[src/rtl/rca.sv]
`default_nettype none
// ============================================================================
// Module   : rca
// Purpose  : Parameterised ripple-carry adder built from per-bit full-adder
//            stages, with registered sum, carry-out and signed overflow.
// Revision : 1.0 - initial release
// ============================================================================

module rca_fa (
  input  logic a,
  input  logic b,
  input  logic ci,
  output logic s,
  output logic co
);
  logic w_p;

  assign w_p = a ^ b;
  assign s   = w_p ^ ci;
  assign co  = (a & b) | (ci & w_p);
endmodule

module rca #(
  parameter int WIDTH = 4
) (
  input  logic             clk,
  input  logic             rst,
  input  logic [WIDTH-1:0] a,
  input  logic [WIDTH-1:0] b,
  input  logic             c_0,
  output logic [WIDTH-1:0] sum,
  output logic             c_4,
  output logic             ovf
);
  // w_carry[i] is the carry into stage i; w_carry[WIDTH] leaves the MSB.
  logic [WIDTH:0]   w_carry;
  logic [WIDTH-1:0] w_sum;
  logic             w_ovf;

  assign w_carry[0] = c_0;

  for (genvar i = 0; i < WIDTH; i++) begin : g_stage
    rca_fa u_fa (
      .a  (a[i]),
      .b  (b[i]),
      .ci (w_carry[i]),
      .s  (w_sum[i]),
      .co (w_carry[i+1])
    );
  end

  // Signed overflow: carry into the sign bit differs from carry out of it.
  assign w_ovf = w_carry[WIDTH] ^ w_carry[WIDTH-1];

  always_ff @(posedge clk) begin
    if (rst) begin
      sum <= '0;
      c_4 <= 1'b0;
      ovf <= 1'b0;
    end else begin
      sum <= w_sum;
      c_4 <= w_carry[WIDTH];
      ovf <= w_ovf;
    end
  end
endmodule

`default_nettype wire

[config.mk]
export PLATFORM = sky130hd
export DESIGN_NAME = rca
export DESIGN_NICKNAME = d
export VERILOG_FILES = /design/src/rtl/rca.sv
export SDC_FILE = /design/constraint.sdc
export NUM_CORES = 1
export LEC_CHECK = 0
export CORE_AREA = 2 2 39 41
export CTS_BUF_LIST = sky130_fd_sc_hd__clkbuf_16
export CTS_CLUSTER_SIZE = 40
export DETAILED_ROUTE_END_ITERATION = 6
export DIE_AREA = 0 0 41 43
export HOLD_SLACK_MARGIN = 0.15
export PLACE_DENSITY = 0.51
export SETUP_SLACK_MARGIN = 0.2
export SLEW_MARGIN = 15
export SYNTH_ARGS = -nofsm -noshare
export SYNTH_HDL_FRONTEND = slang
export SYNTH_SLANG_ARGS = --single-unit
[constraint.sdc]
create_clock -name clk -period 5.1 [get_ports clk]
set_input_delay 0.765 -clock clk [delete_from_list [all_inputs] [get_ports clk]]
set_output_delay 0.765 -clock clk [all_outputs]
set_load 0.02 [all_outputs]
==> reports/qor.yml <==
nets: 60
clock-sinks: 6
post_cts_resized: 0
critical_path_class: "in2reg"
syn_area_um2: 263
ys_warn_count: 0
yosys.area.top_type: "dfxtp_1"
vias: 201
die_y_um: 43
drc: 0
die_w_um: 41
powerDensity_nw_per_um2: 417
ys_types: 6
synth_async_sr_flop_share_pct: 0
crit_required_ps: 5260
start_util_pct: 19.0
power_frac_clock_pct: 57.9
hold-path-endpoint: "sum[1]$_SDFF_PP0_"
setup_viol: 0
status: "completed"
arrival_ps: 2850
diodes: 0
drt-vias-per-instance: 3.41
post_dp_cell_area_um2: 443
finalInstanceArea_um2: 518
max-vdd-ir-drop_uv: 103
endpoint_kind: "register"
rows: 14
tns_ps: 0
seq_power_share_pct: 24.9
path_common_cell: "fa_1"
synth_fp_nets: 39
place.gp.congestion: 0.634
htree_levels: 1
synth.most_common_cell: "inv_1"
switching_share_pct: 19.4
syn_area_per_cell_um2: 10.9
io_buffers: 16
cts_buffers: 3
worstHoldStart: "rst"
cp_slowest_stage_delay_ps: 430
hold_violations: 0
p_int_uw: 174
layout-drive-gt1-share_pct: 6.98
period_needed_ps: 2690
synth_edf_count: 0
synth_cells: 24
synth_top_area_share_pct: 45.7
synth_flop_cell: "dfxtp_1"
grtUsageTotal_pct: 6.48
rsz0062_at_grt: "false"
leakagePower_nw: 0.231
ys_top_cells_by_count: "inv_1, dfxtp_1, fa_1, nor2_1, nor2b_1"
fill_cells: 146
drtPass1Iterations: 1
fin_crit_sh_pct: 52.7
cp-start-kind: "input pin"
drv_cap: 0
holdBufCountCts: 0
ys_seq_area_share_pct: 45.7
grt_antenna_before_repair: 0
cts_tree: "built"
ant_nets: 0
max_slew_margin_pct: 85.3
post_drt_wl_per_cell_um: 6.98
timing.final.ws_setup_ps: 2410
combinationalPowerShare_pct: 17.2
die-area_um2: 1760
gr-total-overflow: 0
areaGrowthSynthToFinish_pct: 97.1
synth_area_leaders: "dfxtp_1, fa_1, inv_1, nor2_1, nor2b_1"
tightest_slew_ps: 220
cts_setup_buffers: 0
hpwl_um: 333
cts_root_buf: "clkbuf_16"
clockBufferDepth: 2
wirelength_um: 412
hold_class: "in2reg"
core_um2: 1380
cp_max_fo: 2
io_pins: 17
grt_start_max_net_pins: 7
clkTransAtPathRegs_ps: 30
drt_iter0_markers: 0
max_freq_ghz: 0.372
power.switching_uw: 42.0
slowest_stage: "clkdlybuf4s50_1"
place_ws_ps: 2160
holdPathStages: 2
grt_pass1_wl_um: 703
grt_pass1_vias: 201
worstPathCellList: "clkdlybuf4s50_1 > fa_1 > inv_1 > fa_1 > inv_1 > fa_1 > inv_1 > fa_1 > nor2_1"
synth-seq-cells: 6
drv_slew: 0
[through the flow]
| step | std cells | hold slack, ps | power (mW) | utilization [%] |
|---|---|---|---|---|
| CTS | 59 | 1180 | 0.219 | 37.4 |
| finish | 59 | 1180 | 0.216 | 37.4 |
| detailed placement | 56 | 1410 | 0.0923 | 32.0 |
| global placement | 56 | 1420 | 0.0922 | 32.0 |
| global route | 59 | 1200 | 0.225 | 37.4 |
| floorplan | 24 | 832 | 0.0717 | - |
[kinds of logic (layout without fill, tap and decap cells)]
logic type | Yosys count | count (layout) | share of synthesized area (%)
buf+inv | 7 | 26 | 10.0
xor+xnor | 1 | 1 | 3.33
fa+ha+maj | 4 | 4 | 30.5
flops | 6 | 6 | 45.7
simple gates | 6 | 6 | 10.5
[critical path: cells and delay by family]
| kind | cells | cell delay (ps) |
|---|---|---|
| fa+ha+maj | 4 | 1370 |
| buf+inv | 4 | 640 |
| simple gates | 1 | 80 |
[power groups by stage]
stage	combinational, mW	clock [mW]	sequential, mW
global placement	0.0377	0	0.0545
CTS	0.0380	0.128	0.0539
floorplan	0.00989	0	0.0618
finish	0.0372	0.125	0.0538
global route	0.0414	0.129	0.0543
detailed placement	0.0378	0	0.0545
[state kept, by name, indices dropped and copies added, names as in the netlist]
| register | cells |
|---|---|
| c_4 | 1 |
| ovf | 1 |
| sum | 4 |
[layout make-up]
type | instances | area [µm²] | share of cell area, %
Sequential cell | 6 | 120 | 23.2
Tap cell | 16 | 20.0 | 3.86
Clock buffer | 3 | 75.1 | 14.5
Inverter | 7 | 26.3 | 5.07
Timing Repair Buffer | 16 | 160 | 30.9
Multi-Input combinational cell | 11 | 116 | 22.5
[worst max-delay path by stage]
stage / to / startpoint
after floorplan: sum[3]$_SDFF_PP0_ / a[0]
after global placement: sum[3]$_SDFF_PP0_ / a[0]
after detailed placement: sum[3]$_SDFF_PP0_ / a[0]
after CTS: sum[3]$_SDFF_PP0_ / a[0]
after global routing: sum[3]$_SDFF_PP0_ / a[0]
final: sum[3]$_SDFF_PP0_ / a[0]
[per-layer routing]
layer | share of wire, % | wire length, µm | GRT usage, % | vias to the layer above
met5 | 0 | 0 | 0 | -
met4 | 6.3 | 26 | 10.0 | 0
met3 | 9.0 | 37 | 1.57 | 3
met2 | 51 | 209 | 9.38 | 10
met1 | 34 | 139 | 5.28 | 85
li1 | - | - | - | 103
[cell usage in the layout, fill, tap and decap left out, drive strengths merged]
cell	netlist	layout
fa	4	4
nor2b	2	2
clkdlybuf4s50	0	16
nor2	4	4
clkbuf	0	3
xor2	1	1
dfxtp	6	6
inv	7	7
Power figures use the tool's default switching activity.
